`config.mk`:
```
export PLATFORM = sky130hd
export DESIGN_NAME = output_requant_fifo_flat
export DESIGN_NICKNAME = d
export VERILOG_FILES = /design/src/rtl/output_requant_fifo_if.sv /design/src/rtl/output_requant_fifo.sv /design/src/flat_wrapper.sv
export SDC_FILE = /design/constraint.sdc
export NUM_CORES = 1
export LEC_CHECK = 0
export ABC_AREA = 1
export CORE_MARGIN = 2
export CORE_UTILIZATION = 55
export CTS_CLUSTER_SIZE = 40
export DETAILED_ROUTE_END_ITERATION = 16
export GPL_ROUTABILITY_DRIVEN = 1
export PLACE_DENSITY = 0.78
export SLEW_MARGIN = 10
export SYNTH_ARGS = -nofsm -noshare
export SYNTH_HDL_FRONTEND = slang
export SYNTH_SLANG_ARGS = --single-unit
```
`constraint.sdc`:
```
create_clock -name clk -period 11 [get_ports clk]
set_input_delay 1.65 -clock clk [delete_from_list [all_inputs] [get_ports clk]]
set_output_delay 1.65 -clock clk [all_outputs]
set_load 0.05 [all_outputs]
```
`src/rtl/output_requant_fifo_if.sv`:
```
// ----------------------------------------------------------------------------
// output_requant_fifo_if
//   Bundles both streaming sides of output_requant_fifo:
//     in_*  : result + (x,y,ch) tag from the conv core (valid/ready, ready is
//             advisory: a valid sample while ready is low is dropped)
//     out_* : requantized value + tag toward the host (valid/ready, AXI-style)
//   Modports:
//     master : producer/consumer side (drives in_*, out_ready)
//     slave  : the FIFO itself (drives in_ready, out_valid, out_data/x/y/ch)
// ----------------------------------------------------------------------------
interface output_requant_fifo_if #(
  parameter int ACC_WIDTH     = 32,
  parameter int IO_DATA_WIDTH = 16,
  parameter int X_W           = 10,
  parameter int Y_W           = 10,
  parameter int CH_W          = 6
);
  // Input side
  logic                     in_valid;
  logic                     in_ready;
  logic [ACC_WIDTH-1:0]     in_data;
  logic [X_W-1:0]           in_x;
  logic [Y_W-1:0]           in_y;
  logic [CH_W-1:0]          in_ch;

  // Output side
  logic                     out_valid;
  logic                     out_ready;
  logic [IO_DATA_WIDTH-1:0] out_data;
  logic [X_W-1:0]           out_x;
  logic [Y_W-1:0]           out_y;
  logic [CH_W-1:0]          out_ch;

  modport master (
    output in_valid, in_data, in_x, in_y, in_ch, out_ready,
    input  in_ready, out_valid, out_data, out_x, out_y, out_ch
  );

  modport slave (
    input  in_valid, in_data, in_x, in_y, in_ch, out_ready,
    output in_ready, out_valid, out_data, out_x, out_y, out_ch
  );
endinterface

```
`src/rtl/output_requant_fifo.sv`:
```
// ----------------------------------------------------------------------------
// output_requant_fifo
//   Requantizes each finished MAC result (rounding arithmetic right shift,
//   then saturation to the signed IO width), registers it with its tag in a
//   one-entry stage, then buffers it in a small FIFO drained over valid/ready.
//   Decouples the non-stallable core output from a host that back-pressures.
// Ports:
//   clk              clock, all state on rising edge
//   arst_in          asynchronous active-high reset
//   bus (slave)      in_* from the core, out_* toward the host
//   clear_overflow_i synchronous pulse, clears the sticky overflow flag
//   count_o          entries in the FIFO (stage register not included)
//   overflow_o       sticky: a sample was dropped because in_ready was low
// ----------------------------------------------------------------------------
module output_requant_fifo #(
  parameter int ACC_WIDTH          = 32,
  parameter int IO_DATA_WIDTH      = 16,
  parameter int OUTPUT_SHIFT       = 0,
  parameter int FIFO_DEPTH         = 4,
  parameter int FEATURE_MAP_WIDTH  = 1024,
  parameter int FEATURE_MAP_HEIGHT = 1024,
  parameter int OUTPUT_NB_CHANNELS = 64,
  localparam int X_W   = $clog2(FEATURE_MAP_WIDTH),
  localparam int Y_W   = $clog2(FEATURE_MAP_HEIGHT),
  localparam int CH_W  = $clog2(OUTPUT_NB_CHANNELS),
  localparam int PTR_W = $clog2(FIFO_DEPTH),
  localparam int CNT_W = PTR_W + 1
) (
  input  logic                 clk,
  input  logic                 arst_in,
  output_requant_fifo_if.slave bus,
  input  logic                 clear_overflow_i,
  output logic [CNT_W-1:0]     count_o,
  output logic                 overflow_o
);

  // --------------------------------------------------------------------------
  // Requantization (combinational, on the incoming sample)
  // --------------------------------------------------------------------------
  // One guard bit so the rounding add can never wrap.
  localparam logic signed [ACC_WIDTH:0] SAT_MAX =
    {{(ACC_WIDTH + 2 - IO_DATA_WIDTH){1'b0}}, {(IO_DATA_WIDTH - 1){1'b1}}};
  localparam logic signed [ACC_WIDTH:0] SAT_MIN =
    {{(ACC_WIDTH + 2 - IO_DATA_WIDTH){1'b1}}, {(IO_DATA_WIDTH - 1){1'b0}}};

  logic signed [ACC_WIDTH:0]  acc_ext;
  logic signed [ACC_WIDTH:0]  shifted;
  logic [IO_DATA_WIDTH-1:0]   requant;

  assign acc_ext = {bus.in_data[ACC_WIDTH-1], bus.in_data};

  generate
    if (OUTPUT_SHIFT > 0) begin : g_round
      // Adding half an LSB before the arithmetic shift rounds half up.
      localparam logic signed [ACC_WIDTH:0] ROUND_BIAS =
        (ACC_WIDTH + 1)'(1) << (OUTPUT_SHIFT - 1);
      logic signed [ACC_WIDTH:0] biased;
      assign biased  = acc_ext + ROUND_BIAS;
      assign shifted = biased >>> OUTPUT_SHIFT;
    end else begin : g_noround
      assign shifted = acc_ext;
    end
  endgenerate

  always_comb begin
    requant = shifted[IO_DATA_WIDTH-1:0];
    if (shifted > SAT_MAX) begin
      requant = {1'b0, {(IO_DATA_WIDTH - 1){1'b1}}};
    end else if (shifted < SAT_MIN) begin
      requant = {1'b1, {(IO_DATA_WIDTH - 1){1'b0}}};
    end
  end

  // --------------------------------------------------------------------------
  // State
  // --------------------------------------------------------------------------
  logic                     pipe_valid_q, pipe_valid_d;
  logic [IO_DATA_WIDTH-1:0] pipe_data_q,  pipe_data_d;
  logic [X_W-1:0]           pipe_x_q,     pipe_x_d;
  logic [Y_W-1:0]           pipe_y_q,     pipe_y_d;
  logic [CH_W-1:0]          pipe_ch_q,    pipe_ch_d;

  logic [PTR_W-1:0]         wr_ptr_q, wr_ptr_d;
  logic [PTR_W-1:0]         rd_ptr_q, rd_ptr_d;
  logic [CNT_W-1:0]         count_q,  count_d;
  logic                     overflow_q, overflow_d;

  // Registered copy of the FIFO head; holds the last value once empty.
  logic [IO_DATA_WIDTH-1:0] out_data_q, out_data_d;
  logic [X_W-1:0]           out_x_q,    out_x_d;
  logic [Y_W-1:0]           out_y_q,    out_y_d;
  logic [CH_W-1:0]          out_ch_q,   out_ch_d;

  logic [IO_DATA_WIDTH-1:0] mem_data_q [FIFO_DEPTH];
  logic [X_W-1:0]           mem_x_q    [FIFO_DEPTH];
  logic [Y_W-1:0]           mem_y_q    [FIFO_DEPTH];
  logic [CH_W-1:0]          mem_ch_q   [FIFO_DEPTH];

  // --------------------------------------------------------------------------
  // Handshakes
  // --------------------------------------------------------------------------
  logic [CNT_W:0]   occupancy;
  logic             in_ready;
  logic             accept;
  logic             drop;
  logic             push;
  logic             pop;
  logic             out_valid;
  logic [PTR_W-1:0] rd_next_slot;

  // Credit counts the stage register as occupied and ignores a pop in the
  // same cycle, so in_ready depends on registers only (no out_ready path).
  assign occupancy = {1'b0, count_q} + {{CNT_W{1'b0}}, pipe_valid_q};
  assign in_ready  = occupancy < (CNT_W + 1)'(FIFO_DEPTH);

  assign out_valid    = (count_q != '0);
  assign accept       = bus.in_valid & in_ready;
  assign drop         = bus.in_valid & ~in_ready;
  assign push         = pipe_valid_q;
  assign pop          = out_valid & bus.out_ready;
  assign rd_next_slot = rd_ptr_q + PTR_W'(1);

  always_comb begin
    pipe_valid_d = accept;
    pipe_data_d  = pipe_data_q;
    pipe_x_d     = pipe_x_q;
    pipe_y_d     = pipe_y_q;
    pipe_ch_d    = pipe_ch_q;
    if (accept) begin
      pipe_data_d = requant;
      pipe_x_d    = bus.in_x;
      pipe_y_d    = bus.in_y;
      pipe_ch_d   = bus.in_ch;
    end

    wr_ptr_d = wr_ptr_q + PTR_W'(push);
    rd_ptr_d = rd_ptr_q + PTR_W'(pop);
    count_d  = count_q + CNT_W'(push) - CNT_W'(pop);

    // Set wins over clear when both happen in the same cycle.
    overflow_d = overflow_q;
    if (drop) begin
      overflow_d = 1'b1;
    end else if (clear_overflow_i) begin
      overflow_d = 1'b0;
    end

    // Head update: when the FIFO is (or is about to be) empty the entry being
    // written becomes the head directly; otherwise a pop exposes the next
    // stored slot. Without a pop the head holds.
    out_data_d = out_data_q;
    out_x_d    = out_x_q;
    out_y_d    = out_y_q;
    out_ch_d   = out_ch_q;
    if ((count_q == '0) || (pop && (count_q == CNT_W'(1)))) begin
      if (push) begin
        out_data_d = pipe_data_q;
        out_x_d    = pipe_x_q;
        out_y_d    = pipe_y_q;
        out_ch_d   = pipe_ch_q;
      end
    end else if (pop) begin
      out_data_d = mem_data_q[rd_next_slot];
      out_x_d    = mem_x_q[rd_next_slot];
      out_y_d    = mem_y_q[rd_next_slot];
      out_ch_d   = mem_ch_q[rd_next_slot];
    end
  end

  always_ff @(posedge clk or posedge arst_in) begin
    if (arst_in) begin
      pipe_valid_q <= 1'b0;
      pipe_data_q  <= '0;
      pipe_x_q     <= '0;
      pipe_y_q     <= '0;
      pipe_ch_q    <= '0;
      wr_ptr_q     <= '0;
      rd_ptr_q     <= '0;
      count_q      <= '0;
      overflow_q   <= 1'b0;
      out_data_q   <= '0;
      out_x_q      <= '0;
      out_y_q      <= '0;
      out_ch_q     <= '0;
    end else begin
      pipe_valid_q <= pipe_valid_d;
      pipe_data_q  <= pipe_data_d;
      pipe_x_q     <= pipe_x_d;
      pipe_y_q     <= pipe_y_d;
      pipe_ch_q    <= pipe_ch_d;
      wr_ptr_q     <= wr_ptr_d;
      rd_ptr_q     <= rd_ptr_d;
      count_q      <= count_d;
      overflow_q   <= overflow_d;
      out_data_q   <= out_data_d;
      out_x_q      <= out_x_d;
      out_y_q      <= out_y_d;
      out_ch_q     <= out_ch_d;
    end
  end

  // Storage needs no reset: validity is tracked entirely by count_q.
  always_ff @(posedge clk) begin
    if (push) begin
      mem_data_q[wr_ptr_q] <= pipe_data_q;
      mem_x_q[wr_ptr_q]    <= pipe_x_q;
      mem_y_q[wr_ptr_q]    <= pipe_y_q;
      mem_ch_q[wr_ptr_q]   <= pipe_ch_q;
    end
  end

  assign bus.in_ready  = in_ready;
  assign bus.out_valid = out_valid;
  assign bus.out_data  = out_data_q;
  assign bus.out_x     = out_x_q;
  assign bus.out_y     = out_y_q;
  assign bus.out_ch    = out_ch_q;
  assign count_o       = count_q;
  assign overflow_o    = overflow_q;

endmodule

```
`src/flat_wrapper.sv`:
```
// flat-port wrapper written by rule: the top's interface ports become plain ports
module output_requant_fifo_flat 
#(
  parameter int ACC_WIDTH          = 32,
  parameter int IO_DATA_WIDTH      = 16,
  parameter int OUTPUT_SHIFT       = 0,
  parameter int FIFO_DEPTH         = 4,
  parameter int FEATURE_MAP_WIDTH  = 1024,
  parameter int FEATURE_MAP_HEIGHT = 1024,
  parameter int OUTPUT_NB_CHANNELS = 64,
  localparam int X_W   = $clog2(FEATURE_MAP_WIDTH),
  localparam int Y_W   = $clog2(FEATURE_MAP_HEIGHT),
  localparam int CH_W  = $clog2(OUTPUT_NB_CHANNELS),
  localparam int PTR_W = $clog2(FIFO_DEPTH),
  localparam int CNT_W = PTR_W + 1
)
  (clk, arst_in, clear_overflow_i, count_o, overflow_o, bus_in_valid, bus_in_data, bus_in_x, bus_in_y, bus_in_ch, bus_out_ready, bus_in_ready, bus_out_valid, bus_out_data, bus_out_x, bus_out_y, bus_out_ch);
  output_requant_fifo_if #(.ACC_WIDTH(ACC_WIDTH), .IO_DATA_WIDTH(IO_DATA_WIDTH), .X_W((10)), .Y_W((10)), .CH_W((6))) bus_i ();
  input  logic clk;
  input  logic arst_in;
  input  logic clear_overflow_i;
  output logic [CNT_W-1:0] count_o;
  output logic overflow_o;
  input wire logic [$bits(bus_i.in_valid)-1:0] bus_in_valid;
  input wire logic [$bits(bus_i.in_data)-1:0] bus_in_data;
  input wire logic [$bits(bus_i.in_x)-1:0] bus_in_x;
  input wire logic [$bits(bus_i.in_y)-1:0] bus_in_y;
  input wire logic [$bits(bus_i.in_ch)-1:0] bus_in_ch;
  input wire logic [$bits(bus_i.out_ready)-1:0] bus_out_ready;
  output wire logic [$bits(bus_i.in_ready)-1:0] bus_in_ready;
  output wire logic [$bits(bus_i.out_valid)-1:0] bus_out_valid;
  output wire logic [$bits(bus_i.out_data)-1:0] bus_out_data;
  output wire logic [$bits(bus_i.out_x)-1:0] bus_out_x;
  output wire logic [$bits(bus_i.out_y)-1:0] bus_out_y;
  output wire logic [$bits(bus_i.out_ch)-1:0] bus_out_ch;
  assign bus_i.in_valid = bus_in_valid;
  assign bus_i.in_data = bus_in_data;
  assign bus_i.in_x = bus_in_x;
  assign bus_i.in_y = bus_in_y;
  assign bus_i.in_ch = bus_in_ch;
  assign bus_i.out_ready = bus_out_ready;
  assign bus_in_ready = bus_i.in_ready;
  assign bus_out_valid = bus_i.out_valid;
  assign bus_out_data = bus_i.out_data;
  assign bus_out_x = bus_i.out_x;
  assign bus_out_y = bus_i.out_y;
  assign bus_out_ch = bus_i.out_ch;
  output_requant_fifo #(.ACC_WIDTH(ACC_WIDTH), .IO_DATA_WIDTH(IO_DATA_WIDTH), .OUTPUT_SHIFT(OUTPUT_SHIFT), .FIFO_DEPTH(FIFO_DEPTH), .FEATURE_MAP_WIDTH(FEATURE_MAP_WIDTH), .FEATURE_MAP_HEIGHT(FEATURE_MAP_HEIGHT), .OUTPUT_NB_CHANNELS(OUTPUT_NB_CHANNELS)) u_core (.clk(clk), .arst_in(arst_in), .bus(bus_i), .clear_overflow_i(clear_overflow_i), .count_o(count_o), .overflow_o(overflow_o));
endmodule
```
==> metrics.yaml <==
cp_max_fo: 5
avgViaCountPerCell: 5.37
synthToLayoutAreaGrowth_pct: 20.0
synth_mux_area_share_pct: 0
synth_top_family_by_area: "simple AND/OR/NAND/NOR gates"
insertion_delay_ns: 0.53
fillers: 1447
wl_um: 23300
syn_nets: 1047
grt-ovfl-total: 0
slew_viol_final: 0
grt_start_max_net_pins: 87
p_leak_uw: 0.00526
crit_path_end_kind: "output pin"
cts_hold_buf: 0
cts_made_buffers: 26
ir_drop_mv: 0.248
die-height_um: 144
dp_hpwl_um: 12600
worstHoldPathType: "reg -> reg"
tightestPinTransition_ns: 0.920
path_class: "reg -> out"
io_pins: 111
antenna_found_initial: 0
die_width_um: 144
synth-xor-area-share_pct: 0.245
ys_types: 29
io_buffers: 110
clockBufferDepth: 3
path_clk_slew_ns: 0.06
dp_slack_ns: 7.15
outcome: "finished clean"
fin_util_pct: 66.7
p_total_uw: 4030
top_layer_used: "met4"
fin_skew_ns: 0.0143
worstPathArrival_ns: 2.31
cts_setup_buffers: 0
hold_violations: 0
synth.avg_cell_area_um2: 11.0
drive_above_1_share_pct: 8.03
core.rowCount: 51
place_congestion: 0.733
num_antenna_cells: 0
cts_resized: 0
ant_nets: 0
dr_total_vias: 7303
clock-root-buffer: "clkbuf_16"
synth_area_leader_cell: "edfxtp_1"
synth_fa_ha_area_share_pct: 0.771
cts_tree: "done"
maxCapViolations: 0
drt_iter0_drc: 810
synth_area_um2: 10700
start_util_pct: 55.6
wl_per_cell_um: 17.1
timing.final.crit_share_pct: 36.0
power_density_nw_per_um2: 313
post-route-min-period_ns: 3.96
cts.sink_count: 261
synth.top_cells.by_area: "edfxtp_1, dfrtp_1, nand2_1"
dr_wl_met2_um: 11700
fmax_mhz: 252
ys_ff_latch: 261
met1_length_um: 9780
yosysSeqAreaShare_pct: 68.8
synth_compound_area_share_pct: 8.24
grt_pass1_vias: 7341
yosys_warnings: 0
routed-wl-met3_um: 1530
setup_viol: 0
nets: 1145
rsz0062_at_grt: "false"
worst_ep_required_time_ns: 9.35
grt_use_total_pct: 23.2
dieArea_um2: 20600
drc_errors: 0
grt_pass1_wl_um: 37300
synthSimpleGateAreaFrac_pct: 16.0
max_slew_margin_pct: 38.6
worstSetupStartpointType: "register"
synth_cells: 978
htreeDepth: 1
drt-pass1-iter-count: 5
fin_setup_tns_ns: 0
core_um2: 19300
worst_slack_ns: 7.04
synth_top_area_share_pct: 47.1
[final timing paths]
path	endpoint	cells after the start	slack [ns]	from
min in group asynchronous	u_core.wr_ptr_q[1]	2	1.52	arst_in
min	u_core.bus.out_y[0]	2	0.49	u_core.bus.out_y[0]
max reg2reg	u_core.bus.out_data[3]	7	8.09	u_core.rd_ptr_q[0]
min reg2reg	u_core.bus.out_y[0]	2	0.49	u_core.bus.out_y[0]
max in group asynchronous	u_core.pipe_data_q[0]	3	8.33	arst_in
max	bus_in_ready	5	7.04	u_core.count_o[1]
[logic make-up after synthesis]
family	Yosys count
AO/OA/AOI/OAI	153
XOR/XNOR	3
adder cells (fa/ha/maj)	6
flip-flops	261
AND/OR/NAND/NOR	409
buffers and inverters	146
[cells in the mapped netlist (all sizes together)]
library cell / n
buf: 39
o21ai: 94
edfxtp: 168
nor2: 81
clkbuf: 11
nand3: 94
fa: 1
xor2: 2
a22oi: 22
a21oi: 37
dfrtp: 93
inv: 96
nand2: 230
nor3: 4
xnor2: 1
ha: 5
[flip-flops by register name, summed over array words and instances, names as in the netlist]
register	cells
u_core.mem_data_q	64
u_core.mem_x_q	40
u_core.mem_y_q	40
u_core.mem_ch_q	24
u_core.bus.out_data	16
u_core.pipe_data_q	16
u_core.bus.out_x	10
u_core.bus.out_y	10
u_core.pipe_x_q	10
u_core.pipe_y_q	10
u_core.bus.out_ch	6
u_core.pipe_ch_q	6
u_core.count_o	3
u_core.rd_ptr_q	2
u_core.wr_ptr_q	2
u_core.overflow_o	1
u_core.pipe_valid_q	1
[stage by stage]
step / area [um2] / instances / hold slack (ns)
after CTS: 12900 / 1361 / 0.488
after global placement: 12000 / 1313 / 0.468
after global routing: 12900 / 1361 / 0.509
after floorplan: 10700 / 978 / 0.476
final: 12900 / 1361 / 0.485
after detailed placement: 12000 / 1313 / 0.469
[worst max-delay path, cell delays in order, from the launching register on]
cell and delay [ns]:
dfrtp_1 0.46, ha_1 0.23, nor2_1 0.13, nand2_2 0.07, nand2_2 0.08, clkdlybuf4s50_1 0.81
[cell type report]
class	count	area, um2	share of cell area [%]
Tap cell	265	332	2.58
Clock inverter	3	12.5	0.0973
Sequential cell	261	7370	57.3
Clock buffer	45	866	6.73
Timing Repair Buffer	120	1180	9.15
Inverter	96	363	2.82
Multi-Input combinational cell	571	2740	21.3
[routing by layer]
metal / global-route usage (%) / up-vias
met1: 31.8 / 3534
met4: 5.93 / 0
li1: - / 3468
met3: 3.27 / 26
met5: 0 / -
met2: 39.4 / 275
[power by group]
part / internal (uW) / total (uW) / switching [uW]
Clock: 531 / 882 / 351
Sequential: 1420 / 1630 / 210
Combinational: 466 / 1520 / 1050
[cell usage in the layout, fill, tap and decap left out]
master	count
a21oi_1	28
clkdlybuf4s50_1	110
nand2_1	225
inv_4	1
inv_1	88
nor2_4	2
dfrtp_2	1
o21ai_1	41
clkinv_2	1
o21ai_0	51
a22oi_4	1
dfrtp_1	92
o21ai_2	1
ha_1	5
a21oi_4	1
nor3_2	4
xor2_1	2
clkbuf_1	8
nand3_1	94
clkbuf_8	8
edfxtp_1	168
o21ai_4	1
fa_1	1
nor2_1	71
clkinv_1	2
a21oi_2	8
nand2_4	2
buf_4	10
clkbuf_16	29
xnor2_1	1
a22oi_1	21
nor2_2	8
nand2_2	3
inv_2	7
No activity file was read; power rests on OpenSTA's default activity.
